<file path="src/rtl/multi_operand_accumulator.sv">
// multi_operand_accumulator: frame-based signed/unsigned multi-operand adder fed by a valid/ready stream
// Ports:
//   clk, rst_b            clock (rising edge), asynchronous active-low reset
//   start, n_ops          begin a frame of n_ops operands (clamped to MAX_OPS), sampled in IDLE
//   signed_mode           1 = two's-complement operands, sampled with start
//   op_valid, op_data     operand stream input
//   op_ready              operand accepted this cycle when high together with op_valid
//   busy                  frame in progress
//   count                 operands accepted in the current/last frame
//   sum, sum_valid, ovf   widened sum, one-cycle final strobe, does-not-fit-in-W flag
module multi_operand_accumulator #(
    parameter int W       = 8,
    parameter int MAX_OPS = 16,
    parameter int CW      = $clog2(MAX_OPS + 1),
    parameter int SW      = W + $clog2(MAX_OPS)
) (
    input  logic          clk,
    input  logic          rst_b,
    input  logic          start,
    input  logic [CW-1:0] n_ops,
    input  logic          signed_mode,
    input  logic          op_valid,
    input  logic [W-1:0]  op_data,
    output logic          op_ready,
    output logic          busy,
    output logic [CW-1:0] count,
    output logic [SW-1:0] sum,
    output logic          sum_valid,
    output logic          ovf
);
    typedef enum logic [1:0] {IDLE, ACC, DONE} state_t;
    state_t state, state_nxt;
    logic [CW-1:0] nlim, n_clamp, count_nxt;
    logic [SW-1:0] ext, sum_nxt;
    logic          sgn, xfer, last;
    assign n_clamp   = n_ops > CW'(MAX_OPS) ? CW'(MAX_OPS) : n_ops;
    assign xfer      = op_valid && state == ACC;
    assign count_nxt = count + 1'b1;
    assign last      = count_nxt == nlim;
    // sign bit replicated only in signed mode, otherwise zero-extension
    assign ext       = {{(SW-W){sgn & op_data[W-1]}}, op_data};
    assign sum_nxt   = sum + ext;
    assign op_ready  = state == ACC;
    assign busy      = state != IDLE;
    assign sum_valid = state == DONE;
    always_ff @(posedge clk or negedge rst_b) begin
        if (!rst_b) state <= IDLE;
        else        state <= state_nxt;
    end
    always_comb begin
        state_nxt = state == IDLE ? (start ? (|n_clamp ? ACC : DONE) : IDLE) :
                    state == ACC  ? (xfer && last ? DONE : ACC) : IDLE;
    end
    always_ff @(posedge clk or negedge rst_b) begin
        if (!rst_b) begin
            nlim  <= '0;
            sgn   <= 1'b0;
            sum   <= '0;
            count <= '0;
            ovf   <= 1'b0;
        end else if (state == IDLE && start) begin
            nlim  <= n_clamp;
            sgn   <= signed_mode;
            sum   <= '0;
            count <= '0;
            ovf   <= 1'b0;
        end else if (xfer) begin
            sum   <= sum_nxt;
            count <= count_nxt;
            // signed result fits in W bits only if all bits from W-1 upward agree
            if (last) ovf <= sgn ? !(&sum_nxt[SW-1:W-1] || ~|sum_nxt[SW-1:W-1]) : |sum_nxt[SW-1:W];
        end
    end
endmodule
</file>
<file path="config.mk">
export PLATFORM = sky130hd
export DESIGN_NAME = multi_operand_accumulator
export DESIGN_NICKNAME = d
export VERILOG_FILES = /design/src/rtl/multi_operand_accumulator.sv
export SDC_FILE = /design/constraint.sdc
export NUM_CORES = 1
export LEC_CHECK = 0
export ABC_AREA = 1
export BUFFER_PORTS_ARGS = -buffer_cell sky130_fd_sc_hd__buf_2
export CELL_PAD_IN_SITES_DETAIL_PLACEMENT = 1
export CELL_PAD_IN_SITES_GLOBAL_PLACEMENT = 1
export CORE_MARGIN = 5
export CORE_UTILIZATION = 29
export CTS_CLUSTER_SIZE = 20
export DETAILED_ROUTE_END_ITERATION = 10
export HOLD_SLACK_MARGIN = 0.05
export PLACE_DENSITY = 0.69
export SLEW_MARGIN = 30
export SYNTH_ARGS = -nofsm -noshare
export SYNTH_HDL_FRONTEND = slang
export SYNTH_SLANG_ARGS = --single-unit
export TNS_END_PERCENT = 100
</file>
<file path="constraint.sdc">
create_clock -name clk -period 4.2 [get_ports clk]
set_clock_uncertainty 0.05 [all_clocks]
set_input_delay 0.84 -clock clk [delete_from_list [all_inputs] [get_ports clk]]
set_output_delay 0.84 -clock clk [all_outputs]
set_load 0.02 [all_outputs]
</file>
==> After elaboration in Yosys (flattened, before gate mapping) <==
Index checks and enable logic that the tools add are counted.
{ "totals": {"ff_bits": 26, "latchBits": 0, "ramBits": 0, "rom_bits": 0, "inputBits": 18, "out_inout_bits": 21, "memories": 0} }
{ "op_classes": {"add_sub_neg": 2, "mul": 0, "n_div": 0, "n_lt_le_gt_ge": 1, "n_eq_ne": 3, "shifts": 0, "muxes": 14, "bitwise": 1, "n_reduce_logical": 15} }
{ "ops": {"columns": ["op", "count"], "rows": [
  ["two-way mux 12 bit", 2],
  ["two-way mux 5 bit", 3],
  ["adder 12 bit", 1],
  ["two-way mux 2 bit", 5],
  ["OR reduction 5 bit", 2],
  ["nonzero test 2 bit", 3],
  ["adder 5 x 1 -> 5 bit (second input constant)", 1],
  ["equality test 5 bit", 1],
  ["> comparator 5 bit (second input constant)", 1],
  ["AND reduction 5 bit", 1],
  ["two-way mux 1 bit", 4],
  ["OR reduction 4 bit", 1],
  ["logical AND 1 bit", 3],
  ["equality test 2 x 1 -> 1 bit (second input constant)", 1],
  ["equality test 2 bit (second input constant)", 1],
  ["logical NOT 1 bit", 2],
  ["logical NOT 2 bit", 1],
  ["AND reduction 2 bit", 1],
  ["AND 1 bit", 1],
  ["logical OR 1 bit", 1]
]} }

==> Longest topological paths before layout <==
Gate-level depths: netlist of run 1.
{ "depth": {"depth_word": 10, "mapped_depth": 15} }

==> Worst setup path after synthesis of run 1 <==
No wires, ideal clock.
{ "synth_timing": {"path_type": "input port to flip-flop", "from": "input op_data[0]", "to": "register ovf", "setup_time_ns": 0.113, "arrival_time_ns": 2.223, "path_slack_ns": 1.814, "stages": 15, "path_buffers": 0, "cell_sequence": "ha_1 -> inv_1 -> fa_1 -> nor2_1 -> o21ai_0 -> nand2_1 -> nand2_1 -> nand2_1 -> nand2_1 -> inv_1 -> nand3_1 -> nand2_1 -> nand3_1 -> nand2_1 -> inv_1"} }
{ "synth_via": {"elab_chain_cells": 9, "word_cells_on_any_way": 11} }
{ "synth_rtl": {"columns": ["item", "line_no", "text"], "rows": [
  ["start, declared", "23", "input logic [W-1:0] op_data,"],
  ["adder 12 bit *", "42", "assign sum_nxt = sum + ext;"],
  ["OR reduction 5 bit", "71", "if (last) ovf <= sgn ? !(&sum_nxt[SW-1:W-1] || ~|sum_nxt[SW-1:W-1]) : |sum_nxt[SW-1:W];"],
  ["logical NOT 1 bit", "71", null],
  ["logical OR 1 bit", "71", null],
  ["logical NOT 1 bit", "71", null],
  ["two-way mux 1 bit * (2 in a row)", "71", null],
  ["two-way mux 1 bit *", "67", "end else if (xfer) begin"],
  ["two-way mux 1 bit *", "61", "end else if (state == IDLE && start) begin"],
  ["end signal, assigned", "71", null],
  ["end, declared", "29", "output logic ovf"]
]} }
Every way passes the cells marked *; elsewhere a longest branch is shown, timed or not. The select of a mux whose other input is x is not followed.
A chain may end at the register's enable or synchronous reset.

==> Worst setup path after layout of run 1 <==
Ends and elaborated chain as after synthesis.

==> run metrics, run 1 <==
row cnt=28; Initial Util=0.3021; flops & latches, synth=26; critical path data arrival time=2.53 ns; via count=1745; fraction of registers with async set/reset=1.000; worst hold path class=flop to flop; EDFF count, synth=0; fill cell count=778; IO Pins=39; Worst Setup Path Type=primary input to flop; Post-synth top flop=dfrtp_1; core area=0.006026 mm²; Final Hold Viols=0; CTS tree=yes; Clk Latency, worst-skew pair=0.27 ns; clock power share=0.102; placer congestion estimate=0.7789; Syn. warnings=0; PwrDens=757.6 mW/mm²; H-tree levels=1; Tcrit/Tclk final=0.5732; largest net degree at the start of global routing=28; Ant. Diodes=0; syn nets=279; Critical Path RT=4.33 ns; global-route wire length before repair=8293 µm; share of layout cells above drive strength 1=0.1903; combinational share of power=0.620; Final ANT Viol Nets=0; DRT Pass-1 Iters=4; leakage=0.001197 µW; Root Driver=clkbuf_8; startpoint types=primary input; Port Buffers=38; DR iter-0 viols=32; chip height=89.23 µm; setup bufs post-CTS=0; grt total ovfl=0; drt drc=0; internal power=806.6 µW; clk sinks=26; Area growth, synth to finish=18.01%; net switching power=820.9 µW; distinct cell type count after synthesis=30; die area=0.007962 mm²; sequential-to-total area share from yosys stat=0.3574; synthesized instance count=250; PostCTS Resize Cnt=0; initial antenna violation count=0; synthesized area per cell=7.282 µm²; top post-synthesis cells by area=dfrtp_1, nand2_1, inv_1; Storage cell area=650.6 µm²; fin nets=319; Max-Cap Viols=0; share of the synthesized area in the top cell type=0.3574; worst vdd rail ir drop=283.4 µV; setup TNS=0 ns; number of global-route vias before repair=1837; max-slew violations=0; fmax=415.4 MHz; Final HPWL DP=3987 µm; Critical Path End Type=flop; most frequent cells in the layout=nand2_1, inv_1, buf_2, nand3_1, dfrtp_1; Seq pwr share=0.278; CTS Hold Buffers Added=0; multi-input gate area in the final layout=0.001005 mm²; setup violators final=0; RSZ-0062 raised after global routing=no; worst-path maximum fanout=3; commonest non-fill, non-tap cell in the layout=nand2_1; DR vias/cell=4.794; Worst Tran Pin Value=0.7010 ns; post-synth top area cell=dfrtp_1; worst hold margin=0.4908 ns; post-route minimum period=2.407 ns; CTS Buffer Depth=2; status=complete, no violations; CTS buffer count=3; Die X-Extent=89.23 µm; switching share of power=0.5044; slew margin rel.=0.5315; clk slew on worst S/H paths=0.09 ns; Avg WL per Cell=13.49 µm; final wirelength=4910 µm; GRT Overall Usage=0.1315; Cell Area, Synth=0.001820 mm²
## power by group through the flow
stage / registers (µW) / clock network, µW / logic [µW]
finish: 453 / 166 / 1010
global route: 468 / 184 / 1140
CTS: 454 / 172 / 1030
detailed placement: 460 / 0 / 1030
global placement: 459 / 0 / 998
floorplan: 530 / 0 / 665
## sequential cells by signal, indices dropped and copies added, names as in the netlist
register and cells:
ovf 1, sgn 1, count 5, nlim 5, state 2, sum 12
## routing by layer
| metal | vias up | routed length (µm) | GRT usage |
|---|---|---|---|
| met5 | - | 0 | 0 |
| met3 | 4 | 123 | 0.01382 |
| met1 | 843 | 2314 | 0.1673 |
| li1 | 879 | - | - |
| met2 | 19 | 2422 | 0.2364 |
| met4 | 0 | 51 | 0.03383 |
## final cells by class
cell class	count	area share
Timing Repair Buffer	38	0.08853
Inverter	41	0.07164
Tap cell	75	0.04368
Clock buffer	4	0.02563
Multi-Input combinational cell	180	0.4677
Sequential cell	26	0.3029
## synthesized netlist by cell type, types with 3 or more instances
cell type	count
nand2_1	64
inv_1	40
nand3_1	29
dfrtp_1	26
nor2_1	19
ha_1	10
o21ai_0	10
xor2_1	7
a21oi_1	6
nand2_2	5
o22ai_1	5
a22o_1	3
clkbuf_1	3
xnor2_1	3
## kinds of logic after synthesis
logic type      synth area share
simple gates              0.3148
flops                     0.3574
mux                     0.005499
buf+inv                  0.09072
compound gates            0.1038
xor+xnor                 0.04811
fa+ha+maj                0.07973
## per-stage QoR
step	worst slack [ns]	cells	cell area [µm²]	utilization	power (µW)
CTS	1.781	364	2148	0.3565	1661
detailed placement	1.488	360	2093	0.3474	1489
global route	1.577	364	2148	0.3565	1794
floorplan	1.814	250	1821	-	1195
finish	1.793	364	2148	0.3565	1627
global placement	1.596	360	2093	0.3474	1457
## critical path, stage by stage
cell	delay, ns
buf_2	0.08
ha_1	0.16
inv_1	0.06
fa_1	0.42
nor2_1	0.21
o21ai_0	0.14
nand2_1	0.09
nand2_1	0.05
nand2_1	0.09
nand2_1	0.07
inv_1	0.06
nand3_1	0.06
nand2_1	0.06
nand3_1	0.06
nand2_1	0.06
inv_1	0.04
## worst paths after layout
check                                    start             endpoint  slack (ns)  cells after the start
max                                 op_data[0]      ovf$_DFFE_PN0P_        1.79                     16
min reg2reg                nlim[1]$_DFFE_PN0P_  nlim[1]$_DFFE_PN0P_        0.49                      1
min                        nlim[1]$_DFFE_PN0P_  nlim[1]$_DFFE_PN0P_        0.49                      1
min in group asynchronous                rst_b   sum[2]$_DFFE_PN0P_        0.52                      1
max in group asynchronous                rst_b   sum[8]$_DFFE_PN0P_        3.17                      1
max reg2reg                 sum[0]$_DFFE_PN0P_      ovf$_DFFE_PN0P_        2.05                     15
(Power assumes the default switching activity.)
==> inputs of run 2 (changes only) <==
clock period = 2.5 ns   (was 4.2 ns; I/O delays follow)
==> run 2 against run 1 <==
Effect of this change: die area unchanged; register-to-register slack worse by 1.7 ns; count of clock-buffer cells in the layout down 1; critical path depth down 1; cell area up 1.5%; sequential power up 69%; via count up 1.5%; clock power up 120%; non-clock buffer count up 2; flip-flop and latch count unchanged; combinational power up 69%; critical endpoint unchanged.
==> run metrics, run 2 (synthesis gave the netlist of run 1 again) <==
worst-path maximum fanout=3; DRT Pass-1 Iters=4; CTS buffer count=3; status=complete, no violations; H-tree levels=1; IO Pins=39; internal power=1440 µW; Max-Cap Viols=0; max reg flops=12; worst vdd rail ir drop=408.1 µV; startpoint types=flop; die area=0.007962 mm²; global-route wire length before repair=8383 µm; Worst Setup Path Type=flop to flop; Worst path max stage delay=0.42 ns; Bufs and invs on worst path=3; clk slew on worst S/H paths=0.10 ns; initial antenna violation count=0; Critical Path RT=2.64 ns; Largest Register=sum; drt drc=0; met1 Resource Use GR=0.1710; Area growth, synth to finish=19.73%; clock power share=0.129; Worst Tran Pin Value=0.6137 ns; net switching power=1407 µW; Setup crit start=sum[0]$_DFFE_PN0P_; max-slew violations=0; Top Registers=sum (12), count (5), nlim (5); Tcrit/Tclk final=0.8527; Ant. Diodes=0; largest net degree at the start of global routing=27; Port Buffers=38; via count=1771; CTS Buffer Depth=2; reg2reg path depth=15; post-route minimum period=2.132 ns; Critical-path top delay cell=fa_1; overall power=2847 µW; DR iter-0 viols=46; fmax=469.1 MHz; setup TNS=0 ns; dpl cell area=0.002108 mm²; Clk Latency, worst-skew pair=0.28 ns; PostCTS Resize Cnt=0; slew margin rel.=0.5908; GRT busiest layer=met2; R2R Setup Slk=0.37 ns; CTS tree=yes; setup violators final=0; RSZ-0062 raised after global routing=no; Critical R2R Capture=ovf$_DFFE_PN0P_; leakage=0.001213 µW; Initial Util=0.3021; fill cell count=761; final wirelength=5097 µm; cell chain of the critical path=ha_1 -> inv_1 -> fa_1 -> nor2_1 -> o21ai_0 -> nand2_1 -> nand2_1 -> nand2_1 -> nand2_1 -> inv_1 -> nand3_1 -> nand2_1 -> nand3_1 -> nand2_1 -> inv_1; share of layout cells above drive strength 1=0.1959; Worst Slack Setup Final=0.3683 ns; fin nets=321; chip height=89.23 µm; placer congestion estimate=0.7943; clk sinks=26; Seq pwr share=0.269; worst r2r src=sum[0]$_DFFE_PN0P_; combinational share of power=0.602; row cnt=28; critical path data arrival time=2.27 ns; most frequent cells in the layout=nand2_1, inv_1, buf_2, nand3_1, dfrtp_1; Final HPWL DP=4159 µm; Die X-Extent=89.23 µm; number of global-route vias before repair=1790; GRT Overall Usage=0.1368; worst hold path class=primary input to async pin; core area=0.006026 mm²; switching share of power=0.4943; Avg WL per Cell=13.93 µm; Final Hold Viols=0; DR vias/cell=4.839; Top delay family on crit path=simple AND/OR/NAND/NOR gates; Critical Path End Type=flop; met2 usage=0.2458; PwrDens=1306 mW/mm²; Root Driver=clkbuf_8; Worst path most repeated cell=nand2_1; design area=0.002180 mm²; setup bufs post-CTS=0; pre-CTS worst setup slack=0.1656 ns; Final ANT Viol Nets=0; grt total ovfl=0; CTS Hold Buffers Added=0; routing usage on met3=0.01843; commonest non-fill, non-tap cell in the layout=nand2_1
## run 2: area by class of cell
cell class,instances,area [µm²],share of cell area
repair buffers,40,205.2,0.09414
clock inverters,1,30.03,0.01378
well taps,75,93.84,0.04305
clock buffers,3,41.29,0.01894
inverters,41,153.9,0.07061
multi-input cells,180,1005,0.4610
flip-flops and latches,26,650.6,0.2985
## run 2: power groups by stage
stage                     clock network [µW]  logic (µW)  registers, µW
after CTS                                372        1750            771
after global routing                     392        1960            793
after global placement                     0        1690            774
after detailed placement                   0        1740            779
final                                    369        1710            765
after floorplan                            0        1120            890
## run 2: through the flow
stage | utilization | std cells | hold WS [ns]
CTS | 0.3617 | 366 | 0.1877
finish | 0.3617 | 366 | 0.1671
detailed placement | 0.3499 | 362 | 0.4812
global route | 0.3617 | 366 | 0.2112
floorplan | - | 250 | 0.1544
global placement | 0.3499 | 362 | 0.4636
## run 2: how the worst max path moves through the flow
stage          cells after the start  slack (ns)               to
3_3_place_gp                      16        0.23  ovf$_DFFE_PN0P_
6_report                          15        0.37  ovf$_DFFE_PN0P_
4_1_cts                           15        0.36  ovf$_DFFE_PN0P_
3_5_place_dp                      16        0.17  ovf$_DFFE_PN0P_
5_1_grt                           15        0.11  ovf$_DFFE_PN0P_
2_1_floorplan                     15        0.45  ovf$_DFFE_PN0P_
## run 2: metal layers
metal,share of wire,wire length [µm]
met1,0.45,2288
met2,0.50,2567
met3,0.034,172
met4,0.014,69
met5,0,0
## run 2: worst reg2reg max path, cell delays in order, from the launching register on
cell and delay (ns):
dfrtp_1 0.39, ha_1 0.18, inv_1 0.05, fa_1 0.42, nor2_1 0.21, o21ai_0 0.13
nand2_1 0.09, nand2_1 0.05, nand2_1 0.10, nand2_1 0.07, inv_1 0.05, nand3_1 0.06
nand2_1 0.06, nand3_1 0.06, nand2_1 0.05, inv_1 0.04
